**config.mk**
```make
export PLATFORM = sky130hd
export DESIGN_NAME = imem_loader
export DESIGN_NICKNAME = d
export VERILOG_FILES = /design/src/rtl/imem_loader.sv
export SDC_FILE = /design/constraint.sdc
export NUM_CORES = 1
export LEC_CHECK = 0
export CORE_UTILIZATION = 56
export DETAILED_ROUTE_END_ITERATION = 10
export PLACE_DENSITY = 0.89
export SLEW_MARGIN = 10
export SYNTH_ARGS = -nofsm -noshare
export SYNTH_HDL_FRONTEND = slang
export SYNTH_SLANG_ARGS = --single-unit
```
**constraint.sdc**
```tcl
create_clock -name clk -period 6.6 [get_ports clk]
set_clock_uncertainty 0.1 [all_clocks]
set_input_delay 1.32 -clock clk [delete_from_list [all_inputs] [get_ports clk]]
set_output_delay 1.32 -clock clk [all_outputs]
set_load 0.01 [all_outputs]
```
**src/rtl/imem_loader.sv**
```systemverilog
// rtl/imem_loader.sv - length-prefixed byte stream loader for the instruction store
// Optional trailing checksum byte: define IMEM_LOADER_CHECKSUM_EN
module imem_loader #(
  parameter logic [31:0] BASE_ADDR = 32'hBFC00000,
  parameter int unsigned DEPTH     = 4096,
  parameter int unsigned LEN_W     = 16
) (
  input  logic             clk,
  input  logic             rst_n,
  input  logic             start,
  input  logic             s_valid,
  input  logic [7:0]       s_data,
  output logic             s_ready,
  output logic             mem_we,
  output logic [31:0]      mem_addr,
  output logic [7:0]       mem_wdata,
  output logic             cpu_rst_n,
  output logic             done,
  output logic             err,
  output logic [LEN_W-1:0] bytes_loaded
);

  typedef enum logic [2:0] {
    S_LEN_HI,
    S_LEN_LO,
    S_DATA,
    S_DONE,
    S_ERR
`ifdef IMEM_LOADER_CHECKSUM_EN
    , S_CSUM
`endif
  } state_t;

  state_t           state_q, state_d;
  logic [7:0]       len_hi_q, len_hi_d;
  logic [LEN_W-1:0] len_q, len_d;
  logic [LEN_W-1:0] count_q, count_d;
  logic             s_ready_q, s_ready_d;
  logic             mem_we_q, mem_we_d;
  logic [31:0]      mem_addr_q, mem_addr_d;
  logic [7:0]       mem_wdata_q, mem_wdata_d;
  logic             done_q, done_d;
  logic             err_q, err_d;
  logic             cpu_rst_n_q, cpu_rst_n_d;
`ifdef IMEM_LOADER_CHECKSUM_EN
  logic [7:0]       sum_q, sum_d;
`endif

  logic             accept;
  logic [LEN_W-1:0] len_full;

  assign accept   = s_valid && s_ready_q;
  assign len_full = LEN_W'({len_hi_q, s_data});

  // Where the loader goes once the payload is exhausted (or empty)
  state_t end_state;
`ifdef IMEM_LOADER_CHECKSUM_EN
  assign end_state = S_CSUM;
`else
  assign end_state = S_DONE;
`endif

  // Next-state and registered-output logic
  always_comb begin
    state_d     = state_q;
    len_hi_d    = len_hi_q;
    len_d       = len_q;
    count_d     = count_q;
    mem_we_d    = 1'b0;
    mem_addr_d  = mem_addr_q;
    mem_wdata_d = mem_wdata_q;
`ifdef IMEM_LOADER_CHECKSUM_EN
    sum_d       = sum_q;
`endif
    case (state_q)
      S_LEN_HI: begin
        if (accept) begin
          len_hi_d = s_data;
          state_d  = S_LEN_LO;
        end
      end
      S_LEN_LO: begin
        if (accept) begin
          len_d   = len_full;
          count_d = '0;
`ifdef IMEM_LOADER_CHECKSUM_EN
          sum_d   = 8'h00;
`endif
          if (len_full == '0) begin
            state_d = end_state;
          end else if (32'(len_full) > DEPTH) begin
            state_d = S_ERR;
          end else begin
            state_d = S_DATA;
          end
        end
      end
      S_DATA: begin
        if (accept) begin
          mem_we_d    = 1'b1;
          mem_addr_d  = BASE_ADDR + 32'(count_q);
          mem_wdata_d = s_data;
          count_d     = count_q + LEN_W'(1);
`ifdef IMEM_LOADER_CHECKSUM_EN
          sum_d       = sum_q + s_data;
`endif
          if (count_d == len_q) begin
            state_d = end_state;
          end
        end
      end
`ifdef IMEM_LOADER_CHECKSUM_EN
      S_CSUM: begin
        if (accept) begin
          state_d = (s_data == sum_q) ? S_DONE : S_ERR;
        end
      end
`endif
      S_DONE, S_ERR: begin
        if (start) begin
          state_d = S_LEN_HI;
          count_d = '0;
        end
      end
      default: state_d = S_LEN_HI;
    endcase

    // Status outputs are registered copies of the state being entered
    s_ready_d   = (state_d != S_DONE) && (state_d != S_ERR);
    done_d      = (state_d == S_DONE);
    err_d       = (state_d == S_ERR);
    cpu_rst_n_d = (state_d == S_DONE);
  end

  // State and output registers with asynchronous reset
  always_ff @(posedge clk or negedge rst_n) begin
    if (!rst_n) begin
      state_q     <= S_LEN_HI;
      len_hi_q    <= 8'h00;
      len_q       <= '0;
      count_q     <= '0;
      s_ready_q   <= 1'b0;
      mem_we_q    <= 1'b0;
      mem_addr_q  <= BASE_ADDR;
      mem_wdata_q <= 8'h00;
      done_q      <= 1'b0;
      err_q       <= 1'b0;
      cpu_rst_n_q <= 1'b0;
`ifdef IMEM_LOADER_CHECKSUM_EN
      sum_q       <= 8'h00;
`endif
    end else begin
      state_q     <= state_d;
      len_hi_q    <= len_hi_d;
      len_q       <= len_d;
      count_q     <= count_d;
      s_ready_q   <= s_ready_d;
      mem_we_q    <= mem_we_d;
      mem_addr_q  <= mem_addr_d;
      mem_wdata_q <= mem_wdata_d;
      done_q      <= done_d;
      err_q       <= err_d;
      cpu_rst_n_q <= cpu_rst_n_d;
`ifdef IMEM_LOADER_CHECKSUM_EN
      sum_q       <= sum_d;
`endif
    end
  end

  assign s_ready      = s_ready_q;
  assign mem_we       = mem_we_q;
  assign mem_addr     = mem_addr_q;
  assign mem_wdata    = mem_wdata_q;
  assign done         = done_q;
  assign err          = err_q;
  assign cpu_rst_n    = cpu_rst_n_q;
  assign bytes_loaded = count_q;

endmodule

```
== Word level (Yosys, flattened, before mapping) ==
Index checks and enable logic that the tools add are counted.

* Order comparisons: 1
* Muxes and demuxes: 14
* Add/sub/neg operators: 2
* Eq/ne operators: 12
* Reductions and logical operators: 10

{| class="wikitable"
|+ Operators with widths
! operator !! count
|-
| 2-to-1 mux 16 bit || 3
|-
| one-hot mux 16 bit (3 select lines) || 1
|-
| adder 32 x 16 -> 32 bit, first input constant || 1
|-
| 2-to-1 mux 3 bit || 7
|-
| adder 16 x 1 -> 16 bit, second input constant || 1
|-
| equality test 16 bit || 1
|-
| greater-than comparator 16 x 13 -> 1 bit, second input constant || 1
|-
| zero test 16 bit || 1
|-
| one-hot mux 3 bit (4 select lines) || 1
|-
| equality test 3 x 2 -> 1 bit, second input constant || 3
|-
| equality test 3 bit, second input constant || 2
|-
| inequality test 2 bit, second input constant || 3
|-
| AND reduction 2 bit || 3
|-
| AND reduction 4 bit || 1
|-
| equality test 3 x 1 -> 1 bit, second input constant || 1
|-
| zero test 3 bit || 1
|-
| inequality test 3 x 2 -> 1 bit, second input constant || 1
|-
| inequality test 3 bit, second input constant || 1
|-
| nonzero test 3 bit || 1
|-
| logical AND 1 bit || 2
|-
| 2-to-1 mux 1 bit || 2
|-
| OR reduction 2 bit || 1
|}

* Register bits: 87
* Input bits: 12
* Output and inout bits: 61
* Logic and storage cells: 49

== Longest topological paths before layout ==
Gate-level depths: netlist of run 1.

* Word-level depth: 7
* Mapped depth: 8
* Gate-level depth less buffers: 8

== Worst setup path after synthesis of run 1 ==
Ideal clock, no wire load.

* Kind: in2reg
* Start point: input s_data[2]
* End point: register s_ready_q (netlist: s_ready)
* Setup time: 0.126 ns
* Arrival time: 2.771 ns
* Stages: 6
* Data required time: 6.374 ns
* Slack: 3.603 ns
* Buffers on the path: 0
* Path through: nor4_1 > nand3_1 > a2111oi_1 > a32o_1 > inv_1 > o311a_1

* Word-level cells in the longest chain between the ends: 7
* Elaborated cells between the ends (all ways): 9
* Those cells by class: 1 x order compare; 2 x eq/ne; 4 x mux; 2 x reduce/logical

{| class="wikitable"
|+ Ends and longest elaborated chain
! element !! line !! RTL
|-
| from (decl) || 12 || <nowiki>input logic [7:0] s_data,</nowiki>
|-
| greater-than comparator 16 x 13 -> 1 bit || 91 || <nowiki>end else if (32'(len_full) > DEPTH) begin</nowiki>
|-
| 2-to-1 mux 3 bit || 91 ||
|-
| 2-to-1 mux 3 bit * || 89 || <nowiki>if (len_full == '0) begin</nowiki>
|-
| 2-to-1 mux 3 bit * || 83 || <nowiki>if (accept) begin</nowiki>
|-
| one-hot mux 3 bit (4 select lines) * || 75 || <nowiki>case (state_q)</nowiki>
|-
| via state_d[1] || 34 || <nowiki>state_t state_q, state_d;</nowiki>
|-
| inequality test 3 x 2 -> 1 bit / inequality test 3 bit (equally long branches) || 129 || <nowiki>s_ready_d = (state_d != S_DONE) && (state_d != S_ERR);</nowiki>
|-
| logical AND 1 bit * || 129 ||
|-
| via s_ready_d || 38 || <nowiki>logic s_ready_q, s_ready_d;</nowiki>
|-
| to (signal assigned) || 157 || <nowiki>s_ready_q <= s_ready_d;</nowiki>
|-
| to (decl) || 38 ||
|}

The timed path passes the listed nets; every way through them passes the cells marked *.
A chain may end at the register's enable or synchronous reset.

== Final worst setup path of run 1 ==
* Start point: input s_valid
* End point: register s_ready_q (netlist: s_ready)

* Word-level cells in the longest chain between the ends: 5
* Elaborated cells between the ends (all ways): 8
* Those cells by class: 2 x eq/ne; 4 x mux; 2 x reduce/logical

{| class="wikitable"
|+ Ends and longest elaborated chain
! element !! line !! RTL
|-
| from (decl) || 11 || <nowiki>input logic s_valid,</nowiki>
|-
| logical AND 1 bit * || 52 || <nowiki>assign accept = s_valid && s_ready_q;</nowiki>
|-
| 2-to-1 mux 3 bit, on equally long branches || 99, 77, 83 ||
|-
| one-hot mux 3 bit (4 select lines) * || 75 ||
|-
| inequality test 3 x 2 -> 1 bit / inequality test 3 bit (equally long branches) || 129 ||
|-
| logical AND 1 bit * || 129 ||
|-
| via s_ready_d || 38 ||
|}

Marked as above.

==> flow_summary.ini, run 1 <==
[outcome]
status = completed

[placement]
portBuffers = 56
dp_hpwl_mm = 5.55
gp_congestion = 0.841

[final_layout]
drive_gt1_frac = 0.117
n_antenna_cell = 0
area_growth_pct = 19.2
fin_nets = 435

[routing]
drt_iter0_drc = 279
route.detailed.drc = 0
wl_mm = 8.38
ant_nets = 0
num_vias = 2962
first_pass_iters = 5
viasPerCell = 5.91
routedWlPerCell_um = 16.7

[critical_path]
cp-end-kind = flop
critPathMaxStageDelay_ps = 780
cp_num_buf_inv = 3
arrival_ps = 4350
path_delay_family = buffers and inverters
slowest_stage = inv_1
crit_fanout = 47
start_kind = input pin
path_cells = clkdlybuf4s50_1 -> nand3_1 -> nor2_1 -> nand2_1 -> buf_4 -> inv_1 -> nand4_1 -> a2111oi_2 -> nand4_2 -> o311a_1
path_class = in -> reg
required_ps = 6740

[global_routing]
antenna_found_initial = 0
grt_usage = 0.275
grt_overflow = 0
grt_max_degree = 72
grt_first_pass_wirelength_mm = 13.5
grt_pass1_vias = 2776

[logic_synthesis]
synthTopCellsByArea = dfrtp_1 (49%), nand2_1 (9.1%), mux2_2 (7.5%), buf_4 (4.4%), xnor2_1 (3.6%)
synth_seq_cells = 71
ys_seq_area_frac = 0.491
synth_most_common_cell = nand2_1
synthTopCellsByCount = nand2_1 (88), dfrtp_1 (71), o21ai_0 (26), mux2_2 (24), buf_4 (21)
ys_types = 51
synthFlopType = dfrtp_1
async_reset_ff_frac = 1.00
syn-cell-area_mm2 = 0.00362
synth_edf_count = 0
synthesis.instances = 377
syn_area_per_cell_um2 = 9.60
yosys_warnings = 0
synth_top_cell_by_area = dfrtp_1
synth_top_area_frac = 0.491

[sta]
setup_viol = 0
period_minus_slack_ps = 4210
fmax_mhz = 238
worst_pin_slew_ps = 985
timing.final.crit_share = 0.637
finalMaxSlewViolations = 0
grt_setup_unrepaired = no
hold_violations = 0
max-slew-margin-rel = 0.343
fin_setup_tns_ps = 0

[clock_network]
cts_setup_buffers = 0
clk_latency_ps = 360
root_buffer = clkbuf_8
cts_made_buffers = 9
htreeDepth = 3
path_clk_slew_ps = 80
cts_tree = built
ctsHoldBuffers = 0
post_cts_resized = 0
clk_path_buf_depth = 2
clock_sinks = 71

[power_and_ir_drop]
p_sw_frac = 0.328
internal_power_mw = 0.967
p_sw_mw = 0.472
peakVddDrop_uv = 268
pwr-share-comb = 0.292
p_clk_frac = 0.261
power_leakage_nw = 1.93
p_seq_frac = 0.448
p_per_area_mw_per_mm2 = 334
total_power_mw = 1.44

[die]
start_util = 0.597
die_w_um = 82.4
die_h_um = 82.4
core_mm2 = 0.00606
die_area_mm2 = 0.00679
io_pins = 73
num_rows = 28

[hold_path]
hp-class = reg -> reg

[job]
cap_violations = 0
## stage by stage
step	cell area, µm²	std cells	utilization	hold slack (ps)	setup WS [ps]
6_report	4310	501	0.712	379	2390
3_5_place_dp	4100	486	0.677	362	2050
4_1_cts	4310	501	0.712	382	2390
3_3_place_gp	4100	486	0.677	357	2220
5_1_grt	4310	501	0.712	405	2230
2_1_floorplan	3670	391	-	400	3600
## per-layer routing
layer,track usage,wire length [µm]
met2,0.451,4200
met5,0,0
met4,0.118,231
met1,0.332,3410
met3,0.0868,543
## tightest hold or removal path, stage by stage (launching register included)
cell,delay (ps)
dfrtp_1,350
nand2_1,50
nand2_1,50
## power groups by stage
stage          logic, mW  clock network (mW)  registers (mW)
3_3_place_gp       0.393                   0           0.638
2_1_floorplan      0.309                   0           0.618
5_1_grt            0.456               0.398           0.655
6_report           0.420               0.375           0.644
3_5_place_dp       0.413                   0           0.646
4_1_cts            0.421               0.379           0.640
## cell families (layout without fill, tap and decap cells)
| group | count (synthesis) | after routing | share of synthesized area |
|---|---|---|---|
| and+or+nand+nor | 150 | 150 | 0.193 |
| DFF | 71 | 71 | 0.491 |
| AOI/OAI and AO/OA | 61 | 61 | 0.112 |
| buffers and inverters | 47 | 82 | 0.0736 |
| muxes | 24 | 24 | 0.0747 |
| xor gates and xnor gates | 21 | 21 | 0.0508 |
| other | 2 | 16 | 0.00207 |
| adders and majority gates | 1 | 1 | 0.00346 |
## worst paths after layout
kind | start | to | slack, ps | depth (start not counted)
worst max-delay path | s_valid | s_ready | 2390 | 10
worst min-delay path | mem_addr[14] | mem_addr[14] | 380 | 2
worst max register to register | state_q[1] | s_ready | 3430 | 9
worst min register to register | mem_addr[14] | mem_addr[14] | 380 | 2
max in group asynchronous | rst_n | len_q[0] | 4760 | 2
min in group asynchronous | rst_n | bytes_loaded[2] | 1030 | 2
## cell usage in the layout (no fill, tap or decap), types with 6 or more instances in the layout
cell / instances
inv_1: 9
xnor2_1: 15
nand2_1: 88
clkdlybuf4s50_1: 55
o21ai_0: 26
xor2_1: 6
nor2_1: 20
a21oi_1: 6
nand3_1: 8
clkbuf_8: 9
mux2_2: 24
o31ai_1: 8
conb_1: 16
nand4_1: 7
dfrtp_1: 71
## state kept, by name, summed over array words and instances (netlist names)
name	count
mem_wdata	8
len_q	16
state_q	3
mem_addr	16
cpu_rst_n	1
bytes_loaded	16
s_ready	1
len_hi_q	8
err	1
mem_we	1
## area by class of cell
| type | instances | area (µm²) |
|---|---|---|
| Fill cell | 459 | 1750 |
| Timing Repair Buffer | 58 | 571 |
| Sequential cell | 71 | 1780 |
| Tap cell | 75 | 93.8 |
| Multi-Input combinational cell | 273 | 1630 |
| Clock inverter | 6 | 86.3 |
| Inverter | 9 | 33.8 |
| Clock buffer | 9 | 124 |
(Power assumes the default switching activity.)
==> run 2, diff against run 1 <==
- CORE_UTILIZATION: 56 -> 47
- PLACE_DENSITY: 0.89 -> 0.8
- clock period: 6.6 -> 3.4 ns (I/O delays scaled with it)
==> run 2 against run 1 <==
Critical path depth decreased by 3. Flip-flop and latch count unchanged. Wire length decreased by 7.6%. Combinational power increased by 88%. Global-route usage decreased by 6.6 points. Non-clock buffer count increased by 2. Final area increased by 0.70%. Register-to-register slack got worse by 2900 ps. Worst setup slack got worse by 1800 ps. Total power increased by 88%. Cell count increased by 5.2%. Sequential share of layout area decreased by 0.28 points.
==> flow_summary.ini, run 2 (synthesis results as in run 1) <==
[die]
die_w_um = 89.8
die_area_mm2 = 0.00806
core_mm2 = 0.00733
num_rows = 31
die_h_um = 89.8
io_pins = 73
start_util = 0.494

[sta]
hold_ws_ps = 211
fin_setup_tns_ps = 0
grt_setup_unrepaired = no
setup_viol = 0
fmax_mhz = 352
finalMaxSlewViolations = 0
period_minus_slack_ps = 2840
hold_violations = 0
worst_pin_slew_ps = 700
max-slew-margin-rel = 0.531
timing.final.crit_share = 0.835

[hold_path]
hp-class = in -> async

[critical_path]
start_kind = flop
arrival_ps = 2990
critPathMaxStageDelay_ps = 650
cp-end-kind = flop
crit_fanout = 10
path_class = reg -> reg
slowest_stage = nor4_1
path_cells = ha_1 -> nand3_2 -> nor4_1 -> xnor2_1 -> o21a_1 -> nand4_2 -> o311a_1
required_ps = 3550

[clock_network]
htreeDepth = 3
ctsHoldBuffers = 0
cts_tree = built
clock_sinks = 71
cts_made_buffers = 9
root_buffer = clkbuf_8
clk_latency_ps = 360
path_clk_slew_ps = 80
clk_path_buf_depth = 2
cts_setup_buffers = 0
post_cts_resized = 0

[final_layout]
layout_commonest_cell = nand2_1
n_antenna_cell = 0
area_growth_pct = 20.0
fin_nets = 437
drive_gt1_frac = 0.121
final_cell_mix = nand2_1 (88), dfrtp_1 (71), clkdlybuf4s50_1 (55)

[power_and_ir_drop]
p_clk_frac = 0.248
p_per_area_mw_per_mm2 = 624
pwr-share-comb = 0.291
peakVddDrop_uv = 353
p_seq_frac = 0.461
power_leakage_nw = 1.94
p_sw_mw = 0.884
internal_power_mw = 1.83
p_sw_frac = 0.326

[placement]
gp_congestion = 0.849
dp_hpwl_mm = 5.61
portBuffers = 56

[routing]
num_vias = 2835
ant_nets = 0
routedWlPerCell_um = 14.7
route.detailed.drc = 0
wl_mm = 7.74
viasPerCell = 5.38
drt_iter0_drc = 243
first_pass_iters = 5

[global_routing]
grt_pass1_vias = 2766
antenna_found_initial = 0
grt_usage = 0.209
grt_overflow = 0
grt_first_pass_wirelength_mm = 13.4
grt_max_degree = 47

[job]
cap_violations = 0

[outcome]
status = completed
## run 2: changes by cell type in the layout (fill, tap and decap cells not counted)
cell,change
clkinvlp_4,-1
inv_6,+1
clkbuf_8,+1
bufinv_16,-1
buf_4,+2
## run 2: cell type report
| class | count | area (µm²) |
|---|---|---|
| fillers | 631 | 2990 |
| flip-flops and latches | 71 | 1780 |
| multi-input cells | 273 | 1630 |
| repair buffers | 60 | 586 |
| clock buffers | 10 | 138 |
| well taps | 99 | 124 |
| clock inverters | 5 | 57.6 |
| inverters | 9 | 33.8 |
## run 2: metrics by stage
step	setup slack, ps	std cells	power (mW)	instance area [µm²]	utilization
6_report	561	527	2.71	4340	0.593
5_1_grt	338	527	2.87	4340	0.593
4_1_cts	528	527	2.73	4340	0.593
3_5_place_dp	304	512	2.05	4150	0.566
3_3_place_gp	347	512	2.03	4150	0.566
2_1_floorplan	1040	391	1.80	3670	-
## run 2: critical path, delay by kind of cell (launching register included)
family,cells,cell delay (ps)
simple gates,3,1030
flops,1,550
compound gates,2,520
fa+ha+maj,1,330
xor+xnor,1,190
## run 2: per-layer routing
layer / GRT usage / wire length [µm]
met5: 0 / 0
met4: 0.115 / 186
met3: 0.0347 / 388
met2: 0.332 / 3670
met1: 0.272 / 3500
## run 2: power groups by stage
stage / registers [mW] / clock network [mW] / logic (mW)
6_report: 1.25 / 0.672 / 0.789
5_1_grt: 1.28 / 0.719 / 0.874
4_1_cts: 1.25 / 0.684 / 0.797
3_5_place_dp: 1.26 / 0 / 0.791
3_3_place_gp: 1.26 / 0 / 0.773
2_1_floorplan: 1.20 / 0 / 0.600
## run 2: path summary, 6_finish.rpt
kind                                  from          endpoint  slack (ps)  depth (start not counted)
hold reg to reg                mem_addr[5]       mem_addr[5]         370                          2
max in group asynchronous            rst_n  bytes_loaded[10]        2240                          2
min in group clk               mem_addr[5]       mem_addr[5]         370                          2
setup / recovery           bytes_loaded[0]           s_ready         560                          7
hold / removal                       rst_n       len_hi_q[1]         210                          1
setup reg to reg           bytes_loaded[0]           s_ready         560                          7
